<file path="src/rtl/mem_pkg.sv">
// Shared encodings, state enum and store-lane helpers for the MEM-stage LSU.
package mem_pkg;

  localparam int unsigned ADDR_W = 32;
  localparam int unsigned DATA_W = 32;
  localparam int unsigned STRB_W = DATA_W / 8;

  // Access size encodings; 2'd3 is reserved and handled as a word.
  localparam logic [1:0] SZ_B = 2'd0;
  localparam logic [1:0] SZ_H = 2'd1;
  localparam logic [1:0] SZ_W = 2'd2;

  typedef enum logic [1:0] {
    S_IDLE = 2'd0,
    S_REQ  = 2'd1,
    S_WAIT = 2'd2,
    S_DONE = 2'd3
  } state_e;

  // Instruction fields captured when MEM accepts from EX.
  typedef struct packed {
    logic              re;
    logic              we;
    logic              is_signed;
    logic [1:0]        size;
    logic [ADDR_W-1:0] addr;
  } inst_t;

  // Half needs addr[0]=0, word (and reserved) needs addr[1:0]=0.
  function automatic logic misaligned(input logic [1:0] size, input logic [1:0] lo);
    case (size)
      SZ_B:    return 1'b0;
      SZ_H:    return lo[0];
      default: return lo != 2'b00;
    endcase
  endfunction

  // Byte-enable pattern for a store of the given size and offset.
  function automatic logic [STRB_W-1:0] store_strb(input logic [1:0] size, input logic [1:0] lo);
    case (size)
      SZ_B:    return 4'b0001 << lo;
      SZ_H:    return lo[1] ? 4'b1100 : 4'b0011;
      default: return 4'b1111;
    endcase
  endfunction

  // Replicate right-aligned store data across all lanes so strobes pick the right bytes.
  function automatic logic [DATA_W-1:0] store_data(input logic [1:0] size, input logic [DATA_W-1:0] w);
    case (size)
      SZ_B:    return {4{w[7:0]}};
      SZ_H:    return {2{w[15:0]}};
      default: return w;
    endcase
  endfunction

endpackage

</file>
<file path="src/rtl/lsu_load_align.sv">
// Combinational load aligner: shifts the addressed bytes down and sign/zero-extends.
module lsu_load_align
  import mem_pkg::*;
(
  input  logic [DATA_W-1:0] rdata,
  input  logic [1:0]        addr_lo,
  input  logic [1:0]        size,
  input  logic              is_signed,
  output logic [DATA_W-1:0] ext
);

  logic [DATA_W-1:0] sh;

  assign sh = rdata >> {addr_lo, 3'b000};

  // Select byte/half/word from the shifted word and extend.
  always_comb begin
    ext = sh;
    case (size)
      SZ_B:    ext = {{24{is_signed & sh[7]}}, sh[7:0]};
      SZ_H:    ext = {{16{is_signed & sh[15]}}, sh[15:0]};
      default: ext = sh;
    endcase
  end

endmodule

</file>
<file path="src/rtl/mem_stage_lsu.sv">
// MEM-stage load/store unit: one outstanding request on a req/addr_ok/data_ok bus,
// result presented with mem_ready_go only once final.
module mem_stage_lsu
  import mem_pkg::*;
(
  input  logic              clk,
  input  logic              rst,
  input  logic              ex_valid,
  input  logic              ex_mem_re,
  input  logic              ex_mem_we,
  input  logic [ADDR_W-1:0] ex_addr,
  input  logic [DATA_W-1:0] ex_wdata,
  input  logic [1:0]        ex_size,
  input  logic              ex_signed,
  input  logic              wb_allowin,
  output logic              mem_allowin,
  output logic              mem_valid,
  output logic              mem_ready_go,
  output logic [DATA_W-1:0] mem_rdata_ext,
  output logic              mem_ale,
  output logic              data_sram_req,
  output logic              data_sram_wr,
  output logic [1:0]        data_sram_size,
  output logic [ADDR_W-1:0] data_sram_addr,
  output logic [STRB_W-1:0] data_sram_wstrb,
  output logic [DATA_W-1:0] data_sram_wdata,
  input  logic              data_sram_addr_ok,
  input  logic              data_sram_data_ok,
  input  logic [DATA_W-1:0] data_sram_rdata
);

  state_e            state;
  state_e            state_nxt;
  inst_t             inst_q;
  logic [STRB_W-1:0] wstrb_q;
  logic [DATA_W-1:0] wdata_q;
  logic              ale_q;
  logic [DATA_W-1:0] rdata_q;
  logic [DATA_W-1:0] load_ext;
  logic              accept;
  logic              ex_ale;
  logic              ex_issue;

  // Handshake with EX and classification of the incoming instruction.
  always_comb begin
    mem_allowin = (state == S_IDLE) || ((state == S_DONE) && wb_allowin);
    accept      = ex_valid && mem_allowin;
    ex_ale      = (ex_mem_re || ex_mem_we) && misaligned(ex_size, ex_addr[1:0]);
    ex_issue    = (ex_mem_re || ex_mem_we) && !ex_ale;
  end

  // State register.
  always_ff @(posedge clk) begin
    if (rst) state <= S_IDLE;
    else     state <= state_nxt;
  end

  // Next state: aligned memory ops go to the bus, everything else finishes at once.
  always_comb begin
    state_nxt = state;
    case (state)
      S_IDLE: if (accept) state_nxt = ex_issue ? S_REQ : S_DONE;
      S_REQ:  if (data_sram_addr_ok) state_nxt = S_WAIT;
      S_WAIT: if (data_sram_data_ok) state_nxt = S_DONE;
      S_DONE: begin
        if (wb_allowin) begin
          if (accept) state_nxt = ex_issue ? S_REQ : S_DONE;
          else        state_nxt = S_IDLE;
        end
      end
      default: state_nxt = S_IDLE;
    endcase
  end

  // State-decoded status and bus request.
  always_comb begin
    mem_valid     = (state != S_IDLE);
    mem_ready_go  = (state == S_DONE);
    data_sram_req = (state == S_REQ);
  end

  // Latch instruction and precomputed store lanes on accept; bus fields hold until the next accept.
  always_ff @(posedge clk) begin
    if (rst) begin
      inst_q  <= '0;
      wstrb_q <= '0;
      wdata_q <= '0;
      ale_q   <= 1'b0;
    end else if (accept) begin
      inst_q.re        <= ex_mem_re;
      inst_q.we        <= ex_mem_we;
      inst_q.is_signed <= ex_signed;
      inst_q.size      <= ex_size;
      inst_q.addr      <= ex_addr;
      wstrb_q          <= ex_mem_we ? store_strb(ex_size, ex_addr[1:0]) : STRB_W'(0);
      wdata_q          <= store_data(ex_size, ex_wdata);
      ale_q            <= ex_ale;
    end
  end

  // Load result: cleared per instruction, captured when read data returns.
  always_ff @(posedge clk) begin
    if (rst) begin
      rdata_q <= '0;
    end else if (accept) begin
      rdata_q <= '0;
    end else if ((state == S_WAIT) && data_sram_data_ok && inst_q.re) begin
      rdata_q <= load_ext;
    end
  end

  lsu_load_align u_align (
    .rdata     (data_sram_rdata),
    .addr_lo   (inst_q.addr[1:0]),
    .size      (inst_q.size),
    .is_signed (inst_q.is_signed),
    .ext       (load_ext)
  );

  assign mem_rdata_ext   = rdata_q;
  assign mem_ale         = ale_q;
  assign data_sram_wr    = inst_q.we;
  assign data_sram_size  = inst_q.size;
  assign data_sram_addr  = inst_q.addr;
  assign data_sram_wstrb = wstrb_q;
  assign data_sram_wdata = wdata_q;

endmodule

</file>
<file path="config.mk">
export PLATFORM = sky130hd
export DESIGN_NAME = mem_stage_lsu
export DESIGN_NICKNAME = d
export VERILOG_FILES = /design/src/rtl/mem_pkg.sv /design/src/rtl/lsu_load_align.sv /design/src/rtl/mem_stage_lsu.sv
export SDC_FILE = /design/constraint.sdc
export NUM_CORES = 1
export LEC_CHECK = 0
export ABC_AREA = 1
export CAP_MARGIN = 20
export CORE_MARGIN = 3
export CORE_UTILIZATION = 30
export CTS_BUF_LIST = sky130_fd_sc_hd__clkbuf_4 sky130_fd_sc_hd__clkbuf_8
export CTS_CLUSTER_DIAMETER = 120
export DETAILED_ROUTE_END_ITERATION = 10
export RECOVER_POWER = 25
export SETUP_SLACK_MARGIN = 0.15
export SYNTH_ARGS = -nofsm -noshare
export SYNTH_HDL_FRONTEND = slang
export SYNTH_SLANG_ARGS = --single-unit
</file>
<file path="constraint.sdc">
create_clock -name clk -period 1.35 [get_ports clk]
set_input_delay 0.405 -clock clk [delete_from_list [all_inputs] [get_ports clk]]
set_output_delay 0.405 -clock clk [all_outputs]
set_load 0.01 [all_outputs]
</file>
==> results of run 1 <==
-- sequential cells by signal, indices dropped and copies added (netlist names) --
name	flops
mem_rdata_ext	32
state	2
data_sram_size	2
data_sram_addr	32
data_sram_wr	1
inst_q	2
data_sram_wstrb	4
mem_ale	1
data_sram_wdata	32
-- metal layers --
layer	routed length (um)	track usage, %
met2	9130	32.3
met1	7810	22.7
met5	0	0
met4	242	5.27
met3	1820	7.20
-- through the flow --
step,worst slack (ps),util (%),TNS (ps),area (sq um),instances
final,-232,53.0,-18410,8860,1225
after global routing,-346,53.0,-27760,8860,1225
after CTS,-230,50.7,-14230,8470,1206
after detailed placement,-717,46.6,-62420,7770,1176
after global placement,-720,46.6,-62220,7770,1176
after floorplan,80.7,-,0,5380,760
-- placed cells by master (no fill, tap or decap), drive strengths merged, types with 3 or more instances in the layout --
cell type and instances:
clkdlybuf4s50 102, nand3b 3, nand4 3, nand2 155, o211ai 15, clkbuf 18
a21oi 55, buf 202, a31oi 14, dfxtp 108, o21ai 92, nand3 46
nor2 131, inv 52
-- area by class of cell --
class | instances | area [sq um]
Timing Repair Buffer | 314 | 3360
Tap cell | 220 | 275
Fill cell | 1655 | 7850
Clock inverter | 4 | 30.0
Sequential cell | 108 | 2270
Inverter | 51 | 209
Clock buffer | 12 | 165
Multi-Input combinational cell | 516 | 2550
-- worst paths after layout --
| check | start | endpoint | cells past startpoint |
|---|---|---|---|
| setup reg to reg | state[1] | mem_rdata_ext[24] | 11 |
| setup / recovery | state[1] | mem_rdata_ext[24] | 11 |
| hold reg to reg | data_sram_wdata[6] | data_sram_wdata[6] | 2 |
| hold / removal | rst | state[1] | 3 |
-- synthesized netlist by cell type (5+ instances only) --
| cell type | n |
|---|---|
| a21oi_1 | 54 |
| a31oi_1 | 14 |
| buf_2 | 28 |
| buf_4 | 37 |
| clkbuf_1 | 20 |
| dfxtp_1 | 108 |
| inv_1 | 47 |
| nand2_1 | 153 |
| nand3_1 | 45 |
| nor2_1 | 129 |
| o211ai_1 | 15 |
| o21ai_0 | 87 |
| o21ai_1 | 5 |
-- what timing repair did --
| action | CTS | global route |
|---|---|---|
| pin swaps | 30 | 14 |
| resized for setup | 691 | 73 |
| buffers inserted | 11 | 12 |
| setup endpoints to repair | 216 | 216 |
| cloned | 3 | 7 |
-- power groups by stage --
| stage | combinational, uW | clock (uW) | sequential, uW |
|---|---|---|---|
| 3_3_place_gp | 5360 | 0 | 4270 |
| 5_1_grt | 7450 | 2230 | 4550 |
| 4_1_cts | 6110 | 2110 | 4470 |
| 2_1_floorplan | 3070 | 0 | 4360 |
| 6_report | 6910 | 2050 | 4450 |
| 3_5_place_dp | 5370 | 0 | 4280 |
-- logic make-up after synthesis --
family / share of synthesized area [%]
compound gates: 18.3
buf+inv: 13.2
flops: 41.8
simple gates: 26.7
-- worst min-delay path, delay by kind of cell --
family	cells	cell delay, ps
buf+inv	2	340
compound gates	1	30
==> results.md, run 1 <==
- Cell family with most CP delay: buffers and inverters
- Largest net degree at the start of global routing: 32
- Clk sink count: 108
- Share of layout cells above drive strength 1: 36.6%
- Failing checks: setup timing
- Slew HR: 76.4%
- Cts hold-fix bufs: 0
- CP max stage cell: dfxtp_2
- Pwr Density: 1510 nW/um^2
- Yosys warning count: 0
- P_leak: 0.00397 uW
- EDFF count, synth: 0
- GPL Wtd Cong: approximately 0.83
- Post-synth cell types: 24
- Maximum root-to-sink buffer count: 2
- Share of power burned in registers: 33.2%
- Switching share of power: a little under two fifths
- CP Data Arrival Time: 1860 ps
- Worst skew pair latency: about 380 ps
- Unrepaired setup endpoints after global routing: yes
- Worst EP required: between 1500 and 2000 ps
- Final Critical Period: 1580 ps
- Internal: approximately 8400 uW
- Core footprint: 16700 sq um
- Antenna violations before repair: 0
- First-pass GRT wire length: around 28000 um
- CP peak stage delay: around 360 ps
- Clk pwr share: approximately 15%
- Starting DRT DRC Count: ~230
- Worst hold slack: 408 ps
- Ys async rst share: 0%
- Status: finished with violations
- Worst vdd ir: 0.834 mV
- CP Buf/Inv Count: 6
- Most used DFF post-synth: dfxtp_1
- Synth area leader: dfxtp_1
- Tot Pwr: 13400 uW
- Initial DRT Pass Iterations: 5
- Vias: 5696
- Hold WC Path Type: in2reg
- Area contributors post-synth: dfxtp_1 42%, nand2_1 11%, nor2_1 9.4%
- Worst-path fanout max: 7
- Critical Path End Type: register
- Final Hold Vio Count: 0
- Critical Path Source Type: register
- Max-slew violation count: 0
- TritonCTS clock tree: yes
- Layout Nets: 1107
- Port bufs: about 210
- FF+latch count, synth: roughly 110
- Die X-Extent: 137 um
- Mapped Nets: 867
- Vias in the first global route: 5469
- WL final: 19000 um
- # rows: 47
- GRT Residual Overflow: 0
- H-tree levels: 3
- Number of max-cap violations: 0
- Remaining DRCs: 0
- Mapped Area: 5170 sq um
- R2R setup slack: -230 ps
- Final period utilization: 117%
- Clk root buf: clkbuf_8
- Avg WL per Cell: between 15 and 20 um
- Fin Clk Skew: 14.6 ps
- ANT nets after route: 0
- Combinational cell fraction of total power: approximately 50%
- GR Util All Layers: 19.1%
- Mean Syn Cell Area: 6.81 sq um
- Ant diodes: 0
- Ports: between 200 and 250
- Net Switching: 4970 uW
- Die Ht: 137 um
- Post-Synthesis Cells: between 700 and 800
- Worst Tran Pin Value: 354 ps
- Vias/cell: 4.65
- Worst-path clk slew: 110 ps
- Setup-failing EPs final: ~110
- Critical path class: reg2reg
- Dpl hpwl: 13100 um
- Final worst slack: -232 ps
- Initial cell density of the core: 31.0%
- Achievable clock frequency: 0.632 GHz
- Sequential share of the synthesized area: about two fifths
- TritonCTS Buffers: 9
- Crit-path cells: buf_12 > nand3_4 > buf_6 > a21oi_4 > buf_12 > nor2_4 > inv_4 > clkbuf_16 > nor2_4 > nand2_1 > inv_1
- P&R area growth vs syn: 71.2%
- Yosys top cell area share: 41.8%
- Die area: 18900 sq um
(Power assumes the default switching activity.)
==> run 2: changes to the inputs <==
Settings changed: CORE_ASPECT_RATIO from default to 0.6, CORE_UTILIZATION 30 to 24, CTS_BUF_LIST sky130_fd_sc_hd__clkbuf_4 sky130_fd_sc_hd__clkbuf_8 to default.
==> results.md, run 2 (synthesis gave the netlist of run 1 again) <==
- Status: finished with violations
- Failing checks: setup timing
- Initial DRT Pass Iterations: 5
- Worst skew pair latency: 360 ps
- Number of max-cap violations: 0
- Final period utilization: 116%
- CP peak stage delay: 370 ps
- Maximum root-to-sink buffer count: 2
- Share of layout cells above drive strength 1: 36.7%
- Crit-path cells: buf_6 > nand3_4 > buf_6 > a21oi_4 > buf_12 > nor2_4 > inv_4 > buf_16 > nor2_1 > nand2_1 > inv_1
- Die Ht: around 120 um
- GR Util All Layers: 16.6%
- CP Data Arrival Time: 1830 ps
- Antenna violations before repair: 0
- TritonCTS Buffers: 9
- Clk sink count: 108
- GPL Wtd Cong: 0.856
- CP max stage cell: dfxtp_4
- Vias: between 5000 and 6000
- Share of power burned in registers: 31.2%
- P_leak: 0.00408 uW
- Switching share of power: a little over a third
- TritonCTS clock tree: yes
- First-pass GRT wire length: a little over 30000 um
- ANT nets after route: 0
- Die area: 23400 sq um
- Placed Area: between 8000 and 9000 sq um
- Final worst slack: -222 ps
- Ports: roughly 220
- Hold WC Path Type: reg2reg
- Worst-path clk slew: around 80 ps
- Clk root buf: clkbuf_16
- Worst hold slack: 458 ps
- Combinational cell fraction of total power: between 50 and 60%
- P&R area growth vs syn: 78.4%
- Max-slew violation count: 0
- Port bufs: 214
- Worst EP required: ~1600 ps
- Cell mode on critical path: buf_6
- Final Hold Vio Count: 0
- Largest net degree at the start of global routing: 35
- Starting DRT DRC Count: 350
- Fin Clk Skew: around 9.7 ps
- # rows: 40
- Design Area, Final: ~9000 sq um
- Setup-failing EPs final: 109
- Slew HR: 81.0%
- Cts hold-fix bufs: 0
- WL final: 20600 um
- Dpl hpwl: between 10000 and 15000 um
- Achievable clock frequency: between 0.6 and 0.7 GHz
- Unrepaired setup endpoints after global routing: yes
- H-tree levels: 3
- Pwr Density: 1550 nW/um^2
- Critical Path Source Type: register
- Internal: 9140 uW
- Layout Nets: between 1000 and 1500
- Final Critical Period: 1570 ps
- Net Switching: 5150 uW
- Clk pwr share: 17.3%
- Vias in the first global route: 5487
- Core footprint: a little over 20000 sq um
- Worst vdd ir: between 0.6 and 0.7 mV
- Ant diodes: 0
- Vias/cell: 4.54
- Most common cell after layout, fill and taps aside: nand2_1
- Initial cell density of the core: 25.1%
- Die X-Extent: 196 um
- Tot Pwr: around 14000 uW
- Critical Path End Type: register
- Avg WL per Cell: ~16 um
- Remaining DRCs: 0
- Critical path class: reg2reg
- GRT Residual Overflow: 0
- Worst Tran Pin Value: 282 ps
- Worst-path fanout max: 10
- Most frequent cells in the layout: 145 x nand2_1, 123 x nor2_1, 122 x buf_6, 105 x clkdlybuf4s50_1, 77 x dfxtp_2
-- run 2: changes by cell type in the layout (fill, tap and decap cells not counted), sizes merged --
cell	delta
inv	-1
dlymetal6s2s	-2
buf	+17
clkinvlp	-1
clkdlybuf4s50	+3
clkbuf	-2
dlygate4sd2	-1
-- run 2: power by group through the flow --
stage | Combinational [uW] | Clock (uW) | Sequential, uW
finish | 7360 | 2470 | 4460
global route | 7910 | 2690 | 4540
floorplan | 3070 | 0 | 4360
CTS | 6780 | 2570 | 4480
global placement | 5750 | 0 | 4300
detailed placement | 5780 | 0 | 4310
-- run 2: final timing paths --
path                 startpoint            endpoint  slack (ps)  cells after the start
min          data_sram_wdata[1]  data_sram_wdata[1]         460                      2
max reg2reg            state[1]   mem_rdata_ext[16]        -220                     11
max                    state[1]   mem_rdata_ext[16]        -220                     11
min reg2reg  data_sram_wdata[1]  data_sram_wdata[1]         460                      2
-- run 2: final cells by class --
type                            count  area [sq um]
Multi-Input combinational cell    516          2570
Timing Repair Buffer              328          3570
Clock inverter                      2          11.3
Clock buffer                       13           240
Tap cell                          273           342
Inverter                           51           216
Sequential cell                   108          2270
Fill cell                        2068         11300
-- run 2: per-stage QoR --
stage / instances / setup slack [ps] / TNS [ps] / utilization [%]
5_1_grt: 1291 / -289 / -21590 / 44.8
6_report: 1291 / -222 / -14410 / 44.8
2_1_floorplan: 760 / 80.7 / 0 / -
4_1_cts: 1272 / -174 / -13150 / 43.3
3_5_place_dp: 1240 / -708 / -67750 / 39.1
3_3_place_gp: 1240 / -684 / -65630 / 39.1
-- run 2: critical path, delay by kind of cell (launching register included) --
kind            cells  cell delay (ps)
compound gates      1              130
buf+inv             6              710
flops               1              370
simple gates        4              250
-- run 2: metal layers --
| layer | vias to the layer above | GRT usage [%] | share of wire [%] |
|---|---|---|---|
| met3 | 18 | 7.83 | 11 |
| met5 | - | 0 | 0 |
| li1 | 2943 | - | - |
| met2 | 214 | 23.0 | 41 |
| met1 | 2683 | 23.6 | 47 |
| met4 | 0 | 2.89 | 0.92 |
-- run 2: timing repair --
item | CTS | global route
gates resized for setup | 706 | 51
buffers inserted | 12 | 16
setup endpoints to repair | 216 | 216
gates cloned | 5 | 3
pin swaps | 18 | 14
endpoints found under the hold margin | 0 | 0
==> run 3: changes to the inputs <==
Settings changed: CORE_UTILIZATION 24 to 39, PLACE_DENSITY from default to 0.86.
==> results.md, run 3 (synthesis gave the netlist of run 1 again) <==
- Ant diodes: 0
- GR Util All Layers: approximately a quarter
- Worst vdd ir: ~0.92 mV
- Die Ht: 95.2 um
- CP max stage cell: dfxtp_4
- Critical path class: reg2reg
- Cell family with most CP delay: buffers and inverters
- CP Data Arrival Time: between 1500 and 2000 ps
- Most common cell after layout, fill and taps aside: nand2_1
- Cts hold-fix bufs: 0
- Utilization after layout: 73.5%
- Crit-path cells: inv_4 > nand2_4 > buf_6 > a21oi_4 > buf_12 > nor2_4 > inv_2 > buf_4 > nor2_1 > nand2_1 > inv_1
- Starting DRT DRC Count: 497
- Remaining DRCs: 0
- Inst Count DP: about 1100
- Maximum root-to-sink buffer count: 2
- Worst-path fanout max: 7
- Final period utilization: 114%
- Pwr Density: 1600 nW/um^2
- P_leak: around 0.0042 uW
- CP Buf/Inv Count: 6
- Share of layout cells above drive strength 1: about two fifths
- Hold WC Path Type: reg2reg
- First-pass GRT wire length: 28200 um
- CP peak stage delay: 400 ps
- Core footprint: 12500 sq um
- ANT nets after route: 0
- Die area: 14700 sq um
- Port bufs: 214
- Clk sink count: 108
- # rows: 31
- Number of max-cap violations: 0
- Worst-path clk slew: 70 ps
- Most frequent cells in the layout: 141 x nand2_1, 123 x buf_6, 118 x nor2_1, 102 x clkdlybuf4s50_1, 98 x dfxtp_2
- Die X-Extent: 155 um
- Initial DRT Pass Iterations: 6
- Initial cell density of the core: approximately 41%
- GRT Residual Overflow: 0
- H-tree levels: 3
- Non-filler cells, final: between 1000 and 1500
- Fill count: 907
- Failing checks: setup timing
- Vias/cell: 5.13
- Final worst slack: -191 ps
- Dpl hpwl: 13300 um
- Status: finished with violations
- TritonCTS clock tree: yes
- Final Hold Vio Count: 0
- Clk root buf: clkbuf_16
- Vias in the first global route: 5512
- Achievable clock frequency: between 0.6 and 0.7 GHz
- Max-slew violation count: 0
- Worst Tran Pin Value: 303 ps
- Critical Path Source Type: register
- Ports: 215
- Worst EP required: 1630 ps
- Setup tns final: -7790 ps
- P&R area growth vs syn: 77.6%
- GPL Wtd Cong: 0.935
- Layout Nets: 1124
- Tot Pwr: 14700 uW
- Unrepaired setup endpoints after global routing: yes
- Vias: around 6000
- Worst skew pair latency: 340 ps
- Setup-failing EPs final: 105
- Fin Clk Skew: 8.35 ps
- Critical Path End Type: register
- Final Critical Period: 1540 ps
- Antenna violations before repair: 1
- TritonCTS Buffers: 9
- WL final: 19700 um
- Avg WL per Cell: 16.6 um
- Slew HR: 79.6%
- Largest net degree at the start of global routing: 35
run 3: changes by cell type in the layout (fill, tap and decap cells not counted), moves of 5 or more:
cell	before	now
nor2_1	123	118
a21oi_1	43	36
a31oi_2	5	0
nand2_4	1	6
a31oi_1	8	14
a21oi_2	11	17
buf_4	71	77
dfxtp_2	77	98
dfxtp_1	28	5
buf_12	18	12
run 3: what timing repair did:
| item | CTS | global route |
|---|---|---|
| cloned | 3 | 7 |
| resized for setup | 688 | 91 |
| endpoints found under the setup margin | 216 | 216 |
| pin swaps | 7 | 10 |
| setup buffers | 12 | 25 |
run 3: cell type report:
cell class | count | area, sq um | area share [%]
flip-flops and latches | 108 | 2300 | 25.1
clock inverters | 4 | 73.8 | 0.804
inverters | 51 | 204 | 2.22
clock buffers | 11 | 233 | 2.53
repair buffers | 331 | 3530 | 38.5
well taps | 165 | 206 | 2.25
multi-input cells | 516 | 2630 | 28.7
run 3: per-layer routing:
metal	vias to the layer above	GRT usage, %	share of wire, %
met4	2	4.85	0.97
met1	2827	31.0	43
li1	2953	-	-
met5	-	0	0.061
met3	25	9.43	10
met2	275	38.5	46
run 3: where the power goes:
group / switching [uW] / internal (uW) / leakage (uW)
Clock: 1170 / 1620 / 0.000146
Sequential: 541 / 3980 / 0.000928
Combinational: 3470 / 3910 / 0.00308
run 3: per-stage QoR:
stage	area [sq um]	setup slack (ps)	hold slack [ps]
after floorplan	5380	80.7	455
after global placement	7750	-768	429
after detailed placement	7750	-770	437
after CTS	8570	-109	457
after global routing	9190	-329	468
final	9190	-191	456
run 3: worst paths after layout:
check	slack (ps)	to	start	cells after the start
hold reg to reg	460	data_sram_wdata[0]	data_sram_wdata[0]	2
setup reg to reg	-190	mem_rdata_ext[9]	state[1]	11
setup / recovery	-190	mem_rdata_ext[9]	state[1]	11
hold / removal	460	data_sram_wdata[0]	data_sram_wdata[0]	2
run 3: worst reg2reg max path, cell delays in order, from the launching register on:
cell and delay [ps]:
dfxtp_4 400, inv_4 50, nand2_4 80, buf_6 100, a21oi_4 50, buf_12 140, nor2_4 160, inv_2 70
buf_4 170, nor2_1 130, nand2_1 80, inv_1 50
